### config.mk
export PLATFORM = sky130hd
export DESIGN_NAME = iobus_timer
export DESIGN_NICKNAME = d
export VERILOG_FILES = /design/src/rtl/iobus_timer_pkg.sv /design/src/rtl/iobus_timer_prescaler.sv /design/src/rtl/iobus_timer.sv
export SDC_FILE = /design/constraint.sdc
export NUM_CORES = 1
export LEC_CHECK = 0
export CORE_MARGIN = 1
export CORE_UTILIZATION = 35
export DETAILED_ROUTE_END_ITERATION = 16
export GPL_TIMING_DRIVEN = 0
export REMOVE_ABC_BUFFERS = 1
export SLEW_MARGIN = 20
export SYNTH_ARGS = -nofsm -noshare
export SYNTH_HDL_FRONTEND = slang
export SYNTH_SLANG_ARGS = --single-unit
### constraint.sdc
create_clock -name clk -period 3.4 [get_ports clk]
set_input_delay 0.51 -clock clk [delete_from_list [all_inputs] [get_ports clk]]
set_output_delay 0.51 -clock clk [all_outputs]
set_load 0.01 [all_outputs]
### src/rtl/iobus_timer_pkg.sv
// Shared definitions for the I/O-bus down-counting timer: register word
// offsets, CTRL bit positions and the control state encoding.
package iobus_timer_pkg;

  localparam int PS_W_DEF = 4;

  // Word offsets within the register window (IOBUS_ADDR[3:2])
  localparam logic [1:0] OFS_CTRL  = 2'd0;
  localparam logic [1:0] OFS_LOAD  = 2'd1;
  localparam logic [1:0] OFS_COUNT = 2'd2;

  localparam int CTRL_EN     = 0;
  localparam int CTRL_AUTO   = 1;
  localparam int CTRL_PS_LSB = 2;
  localparam int CTRL_IRQ    = 8;

  typedef enum logic [1:0] {
    IDLE = 2'd0,
    RUN  = 2'd1,
    DONE = 2'd2
  } state_t;

endpackage

### src/rtl/iobus_timer_prescaler.sv
// Power-of-two prescaler: ticks once every 2^ps enabled cycles. A ps shrunk
// below the running count lets the counter wrap naturally before ticking.
module iobus_timer_prescaler
  import iobus_timer_pkg::*;
#(
  parameter int PS_W = PS_W_DEF
) (
  input  logic            clk,
  input  logic            rst_n,
  input  logic            enable,
  input  logic            clear,
  input  logic [PS_W-1:0] ps,
  output logic            tick
);

  localparam int CW = (1 << PS_W) - 1;

  logic [CW-1:0] cnt_reg;
  logic [CW-1:0] limit;

  // limit = 2^ps - 1, built as a mask so ps = 2^PS_W - 1 yields all ones
  assign limit = ~({CW{1'b1}} << ps);
  assign tick  = enable && (cnt_reg == limit);

  always_ff @(posedge clk or negedge rst_n) begin
    if (!rst_n) begin
      cnt_reg <= '0;
    end else if (clear) begin
      cnt_reg <= '0;
    end else if (enable) begin
      cnt_reg <= tick ? '0 : cnt_reg + CW'(1);
    end
  end

endmodule

### src/rtl/iobus_timer.sv
// Memory-mapped down-counting timer with one-shot/periodic modes and prescaler.
// Define IOBUS_TIMER_LEVEL_IRQ_EN to drive intr from the IRQ flag (level).
module iobus_timer
  import iobus_timer_pkg::*;
#(
  parameter logic [31:0] BASE_ADDR = 32'h1100_D000,
  parameter int          PS_W      = PS_W_DEF
) (
  input  logic        clk,
  input  logic        rst_n,
  input  logic [31:0] iobus_addr,
  input  logic [31:0] iobus_out,
  input  logic        iobus_wr,
  output logic [31:0] rd_data,
  output logic        rd_hit,
  output logic        intr
);

  state_t          state_reg, state_next;
  logic            en_reg, en_next;
  logic            auto_reg, auto_next;
  logic [PS_W-1:0] ps_reg, ps_next;
  logic            irq_reg, irq_next;
  logic [31:0]     load_reg, load_next;
  logic [31:0]     count_reg, count_next;
  logic            presc_clear;
  logic            tick;
  logic            expire;
  logic [1:0]      word;
  logic            hit;
  logic            wr_ctrl;
  logic            wr_load;
  logic [31:0]     ctrl_rd;
  logic            unused_addr_bits;

  assign word             = iobus_addr[3:2];
  assign hit              = (iobus_addr[31:4] == BASE_ADDR[31:4]) && (word != 2'b11);
  assign wr_ctrl          = iobus_wr && hit && (word == OFS_CTRL);
  assign wr_load          = iobus_wr && hit && (word == OFS_LOAD);
  assign unused_addr_bits = &{1'b0, iobus_addr[1:0]};

  iobus_timer_prescaler #(.PS_W(PS_W)) u_prescaler (
    .clk    (clk),
    .rst_n  (rst_n),
    .enable (state_reg == RUN),
    .clear  (presc_clear),
    .ps     (ps_reg),
    .tick   (tick)
  );

  always_comb begin
    state_next  = state_reg;
    en_next     = en_reg;
    auto_next   = auto_reg;
    ps_next     = ps_reg;
    irq_next    = irq_reg;
    count_next  = count_reg;
    presc_clear = 1'b0;
    expire      = 1'b0;
    load_next   = wr_load ? iobus_out : load_reg;

    if (wr_ctrl) begin
      en_next   = iobus_out[CTRL_EN];
      auto_next = iobus_out[CTRL_AUTO];
      ps_next   = iobus_out[CTRL_PS_LSB +: PS_W];
      if (iobus_out[CTRL_IRQ]) irq_next = 1'b0;
    end

    case (state_reg)
      RUN: begin
        if (wr_ctrl && !iobus_out[CTRL_EN]) begin
          state_next = IDLE;
        end else if (tick) begin
          if (count_reg != 32'd0) begin
            count_next = count_reg - 32'd1;
          end else begin
            // Expiry: the set overrides any same-cycle W1C above
            expire   = 1'b1;
            irq_next = 1'b1;
            if (auto_next) begin
              count_next = load_next;
            end else begin
              en_next    = 1'b0;
              state_next = DONE;
            end
          end
        end
      end
      default: begin
        if (wr_ctrl && iobus_out[CTRL_EN]) begin
          count_next  = load_next;
          presc_clear = 1'b1;
          state_next  = RUN;
        end
      end
    endcase
  end

  always_ff @(posedge clk or negedge rst_n) begin
    if (!rst_n) begin
      state_reg <= IDLE;
      en_reg    <= 1'b0;
      auto_reg  <= 1'b0;
      ps_reg    <= '0;
      irq_reg   <= 1'b0;
      load_reg  <= '0;
      count_reg <= '0;
    end else begin
      state_reg <= state_next;
      en_reg    <= en_next;
      auto_reg  <= auto_next;
      ps_reg    <= ps_next;
      irq_reg   <= irq_next;
      load_reg  <= load_next;
      count_reg <= count_next;
    end
  end

`ifdef IOBUS_TIMER_LEVEL_IRQ_EN
  logic unused_expire;
  assign unused_expire = expire;
  assign intr          = irq_reg;
`else
  logic intr_reg;
  always_ff @(posedge clk or negedge rst_n) begin
    if (!rst_n) intr_reg <= 1'b0;
    else        intr_reg <= expire;
  end
  assign intr = intr_reg;
`endif

  always_comb begin
    ctrl_rd                            = '0;
    ctrl_rd[CTRL_EN]                   = en_reg;
    ctrl_rd[CTRL_AUTO]                 = auto_reg;
    ctrl_rd[CTRL_PS_LSB +: PS_W]       = ps_reg;
    ctrl_rd[CTRL_IRQ]                  = irq_reg;
  end

  assign rd_hit = hit;

  always_comb begin
    rd_data = '0;
    if (hit) begin
      case (word)
        OFS_CTRL:  rd_data = ctrl_rd;
        OFS_LOAD:  rd_data = load_reg;
        OFS_COUNT: rd_data = count_reg;
        default:   rd_data = '0;
      endcase
    end
  end

endmodule

==> flow_summary.json, run 1 <==
{
  "status": "finished clean",
  "chipWidth_microns": 128,
  "core_sq_um": 15400,
  "yosysTopAreaCell": "dfrtp_1",
  "syn_area_sq_um": 5580,
  "layout_commonest_cell": "clkdlybuf4s50_1",
  "fp.dieH_microns": 128,
  "portBuffers": 98,
  "synthFlopType": "dfrtp_1",
  "cp.arrival_ns": 2.71,
  "finalHoldViolations": 0,
  "p_per_area_nw_per_um2": 298,
  "leakage_nw": 2.83,
  "htree_levels": 3,
  "fill_cells": 1469,
  "grt_pass1_wl_microns": 27000,
  "fin_cells": 937,
  "fmax_mhz": 311,
  "gr-total-overflow": 0,
  "ys_ff_latch": 89,
  "period_share_pct": 94.7,
  "insertedDiodeCount": 0,
  "clk_pin_slew_ns": 0.06,
  "drive_gt1_share_pct": 13.2,
  "post-route-min-period_ns": 3.22,
  "num_vias": 5349,
  "required_ns": 2.89,
  "seq_area_frac_synth_pct": 39.9,
  "clk_latency_ns": 0.35,
  "vias_per_cell": 5.71,
  "total_power_mw": 2.17,
  "placed_cells": 910,
  "start_kind": "input port",
  "relSlewSlack_pct": 51.6,
  "cts_num_sinks": 89,
  "regArea_sq_um": 2230,
  "pre_cts_slack_ns": -1.05,
  "yosysWarnings": 0,
  "cts_root_buffer": "clkbuf_16",
  "num_rows": 45,
  "wl_per_cell_microns": 17.8,
  "clockBufferDepth": 2,
  "dp_hpwl_microns": 11400,
  "path_max_fanout": 17,
  "fin_ws_ns": 0.181,
  "synth_top_area_share_pct": 39.9,
  "syn_to_final_growth_pct": 30.5,
  "grt_pass1_vias": 5181,
  "firstDrtPassIters": 5,
  "die_area_sq_um": 16400,
  "setup_tns_ns": 0,
  "synth_area_leaders": "dfrtp_1 40%, mux2_2 7.1%, nor2_1 6.1%, a21oi_1 3.8%, a22oi_1 3.5%",
  "cts_tree": "built",
  "drt_iter0_markers": 411,
  "setup-violations-final": 0,
  "hp-class": "in2async",
  "multi_input_area_sq_um": 3170,
  "path_class": "in2out",
  "start_util_pct": 36.3,
  "ir_worst_vdd_mv": 0.217,
  "max_cap_violations": 0,
  "ys_types": 59,
  "globalRouteTotalUtil_pct": 21.0,
  "async_flop_share_pct": 100,
  "grt_max_degree": 62,
  "syn_inst": 643,
  "hold_ws_ns": 0.0257,
  "synth_area_per_cell_sq_um": 8.67,
  "antenna_found_initial": 0,
  "finClkSkew_ns": 0.0123,
  "ant_nets": 0,
  "grt_setup_unrepaired": "false",
  "most-common-layout-cells": "95 x clkdlybuf4s50_1, 89 x dfrtp_1, 88 x nor2_1",
  "ioPinCount": 101,
  "routed_wl_microns": 16700,
  "synth_edf_count": 0,
  "endpoint_kind": "primary output",
  "tightestPinTransition_ns": 0.719,
  "slew_viol_final": 0,
  "drc": 0,
  "layout.nets": 791,
  "cts_buffers": 9,
  "globalplace.congestion": 0.778
}
## path summary, 6_finish.rpt
| kind | from | endpoint | slack, ns | depth (start not counted) |
|---|---|---|---|---|
| worst min register to register | irq_reg | irq_reg | 0.49 | 1 |
| min in group clk | irq_reg | irq_reg | 0.49 | 1 |
| worst max register to register | ps_reg[3] | count_reg[26] | 0.21 | 9 |
| max in group asynchronous | rst_n | count_reg[12] | 2.76 | 2 |
| worst max-delay path | iobus_addr[9] | rd_data[2] | 0.18 | 7 |
| worst min-delay path | rst_n | u_prescaler.cnt_reg[6] | 0.03 | 1 |
## final cells by class
cell class,count,area share (%)
multi-input cells,487,43.5
flip-flops and latches,89,30.6
repair buffers,118,17.5
well taps,211,3.63
clock buffers,13,3.58
inverters,16,0.825
clock inverters,3,0.309
## power breakdown
part	switching, mW	total (mW)	internal, mW
combinational	0.0642	0.145	0.0805
sequential	0.000000415	1.06	1.06
clock	0.426	0.965	0.539
## synthesized netlist by cell type, drive strengths merged (2+ instances only)
| cell type | instances |
|---|---|
| a22o | 4 |
| xnor2 | 2 |
| ha | 3 |
| nor4 | 20 |
| or2 | 3 |
| o22ai | 6 |
| o21ai | 33 |
| inv | 16 |
| o2bb2ai | 2 |
| and3 | 6 |
| o21a | 5 |
| nand3b | 2 |
| nand2 | 30 |
| nor2 | 91 |
| a2bb2oi | 12 |
| nor4b | 6 |
| nor3 | 33 |
| nand3 | 20 |
| a2111oi | 2 |
| mux2i | 9 |
| clkbuf | 33 |
| nand2b | 15 |
| a41oi | 2 |
| dfrtp | 89 |
| nand4 | 9 |
| nor2b | 5 |
| nor3b | 2 |
| and2 | 2 |
| a211oi | 6 |
| a31oi | 19 |
| o31ai | 9 |
| a22oi | 26 |
| or4 | 3 |
| mux2 | 35 |
| o22a | 2 |
| or3 | 4 |
| a21o | 2 |
| and4 | 3 |
| a21oi | 43 |
| buf | 20 |
## kinds of logic after synthesis
kind of cell               count (synthesis)  share of synthesized area (%)
buffers and inverters                     69                           5.39
adders and majority gates                  3                          0.673
AOI/OAI and AO/OA                        181                           21.9
and+or+nand+nor                          255                           23.1
muxes                                     44                           8.69
xor gates and xnor gates                   2                          0.314
DFF                                       89                           39.9
## metal layers
layer	up-vias	global-route usage [%]	part of all wire, %
met5	-	0	0
met4	0	6.09	1.6
met3	26	3.96	5.1
met2	174	35.5	48
met1	2617	27.1	45
li1	2532	-	-
## per-stage QoR
step           cell area [sq um]  util [%]
3_3_place_gp                6580      42.8
3_5_place_dp                6860      44.6
5_1_grt                     7280      47.4
6_report                    7280      47.4
2_1_floorplan               5340         -
4_1_cts                     7230      47.0
## critical path, stage by stage
cell and delay, ns:
clkdlybuf4s50_1 0.41, nor4b_2 0.34, nand4_1 0.12, buf_4 0.18, or2_4 0.36, nor2_1 0.21
clkdlybuf4s50_1 0.57
## what timing repair did
item | CTS | global route
pin swaps | 4 | 0
gates resized for setup | 10 | 5
hold buffers | 0 | 0
cloned | 2 | 0
endpoints found under the setup margin | 64 | 61
setup buffers | 5 | 4
(Power assumes the default switching activity.)
==> run 2, diff against run 1 <==
- CTS_CLUSTER_DIAMETER: unset -> 60
- clock period: 3.4 -> 3.5 ns (I/O delays scaled with it)
==> run 2 against run 1 <==
Compared with the run above:
- highest routed layer unchanged
- die area unchanged
- sequential power is essentially flat
- combinational power shrank 3%
- via count grew 0.21%
- worst hold slack gained 0.015 ns
- largest cell class unchanged
==> flow_summary.json, run 2 (synthesis results as in run 1) <==
{
  "drt_iter0_markers": 392,
  "fmax_mhz": 310,
  "drive_gt1_share_pct": 12.7,
  "layout.nets": 787,
  "grt_pass1_wl_microns": 27000,
  "most-common-layout-cells": "95 x clkdlybuf4s50_1, 89 x dfrtp_1, 88 x nor2_1",
  "p_per_area_nw_per_um2": 291,
  "dpl_cell_area_sq_um": 6860,
  "fin_ws_ns": 0.277,
  "cts_num_sinks": 89,
  "clockBufferDepth": 2,
  "ant_nets": 0,
  "finClkSkew_ns": 0.0122,
  "start_kind": "input port",
  "vias_per_cell": 5.74,
  "cts_tree": "built",
  "setup_tns_ns": 0,
  "grt_pass1_vias": 5177,
  "clk_latency_ns": 0.35,
  "ir_worst_vdd_mv": 0.211,
  "start_util_pct": 36.3,
  "status": "finished clean",
  "hp-class": "in2async",
  "routed_wl_microns": 16700,
  "dp_hpwl_microns": 11400,
  "path_class": "in2out",
  "endpoint_kind": "primary output",
  "placed_cells": 910,
  "htree_levels": 3,
  "internal_power_mw": 1.63,
  "clk_pin_slew_ns": 0.06,
  "switching_share_pct": 22.6,
  "core_sq_um": 15400,
  "antenna_found_initial": 0,
  "wl_per_cell_microns": 17.9,
  "drc": 0,
  "path_max_fanout": 17,
  "crit_chain": "clkdlybuf4s50_1, nor4b_1, nand4_1, buf_4, or2_4, nor2_1, clkdlybuf4s50_1",
  "setup-violations-final": 0,
  "fin_cells": 933,
  "die_area_sq_um": 16400,
  "syn_to_final_growth_pct": 29.9,
  "slew_viol_final": 0,
  "max_cap_violations": 0,
  "required_ns": 2.97,
  "p_clk_share_pct": 44.5,
  "netSwitchingPower_mw": 0.477,
  "relSlewSlack_pct": 49.6,
  "power_frac_seq_pct": 48.8,
  "cts_buffers": 9,
  "critPathMaxStageDelay_ns": 0.57,
  "period_share_pct": 92.1,
  "utilization_pct": 47.1,
  "ioPinCount": 101,
  "globalplace.congestion": 0.778,
  "grt_max_degree": 62,
  "chipWidth_microns": 128,
  "postLayoutCellArea_sq_um": 7240,
  "layout_commonest_cell": "clkdlybuf4s50_1",
  "cts_root_buffer": "clkbuf_16",
  "cp.arrival_ns": 2.70,
  "grt_setup_unrepaired": "false",
  "pre_cts_slack_ns": -0.968,
  "firstDrtPassIters": 5,
  "hold_buffers": 0,
  "finalHoldViolations": 0,
  "num_vias": 5360,
  "insertedDiodeCount": 0,
  "pwr-share-comb_pct": 6.7,
  "cp_slowest_cell": "clkdlybuf4s50_1",
  "tightestPinTransition_ns": 0.749,
  "globalRouteTotalUtil_pct": 21.0,
  "portBuffers": 98,
  "fp.dieH_microns": 128,
  "leakage_nw": 2.81,
  "gr-total-overflow": 0,
  "cp_common_cell": "clkdlybuf4s50_1",
  "num_rows": 45,
  "post-route-min-period_ns": 3.22
}
-- run 2: cell count changes in the layout (fill, tap and decap cells not counted), sizes merged --
cell | before | now
buf | 21 | 17
-- run 2: worst paths after layout --
kind,start,to,slack [ns],cells past startpoint
max reg2reg,count_reg[18],count_reg[10],0.29,7
max,iobus_addr[26],rd_data[2],0.28,7
min reg2reg,irq_reg,irq_reg,0.49,1
max in group asynchronous,rst_n,count_reg[12],2.85,2
min,rst_n,u_prescaler.cnt_reg[6],0.04,1
min in group clk,irq_reg,irq_reg,0.49,1
-- run 2: cell type report --
cell class | count | area [sq um]
timing repair buffer | 114 | 1240
multi-input combinational | 487 | 3160
tap | 211 | 264
clock inverter | 3 | 22.5
sequential | 89 | 2230
clock buffer | 13 | 260
inverter | 16 | 60.1
fill | 1470 | 8130
-- run 2: layer usage --
layer	vias up	track usage, %	wire length, microns
met3	26	3.96	914
met4	0	6.09	272
met2	183	35.5	8060
li1	2526	-	-
met5	-	0	0
met1	2625	27.1	7480
-- run 2: metrics by stage --
stage	hold WS (ns)	total power [mW]
finish	0.0409	2.11
global route	0.0563	2.18
CTS	0.0418	2.13
detailed placement	0.418	1.18
global placement	0.460	1.17
floorplan	0.229	1.06
-- run 2: power groups by stage --
stage                     clock [mW]  sequential [mW]  combinational (mW)
after global routing            1.00             1.03               0.151
final                          0.938             1.03               0.141
after detailed placement           0             1.05               0.136
after global placement             0             1.05               0.124
after CTS                      0.965             1.03               0.142
after floorplan                    0             1.05              0.0162
-- run 2: repair_timing --
item	4_1_cts	5_1_grt
pin swaps	1	0
resized for setup	7	7
cloned	2	0
setup buffers	5	0
setup endpoints to repair	64	44
-- run 2: worst max-delay path, delay by kind of cell --
kind / cells / cell delay, ns
buffers and inverters: 3 / 1.15
AND/OR/NAND/NOR: 4 / 1.02
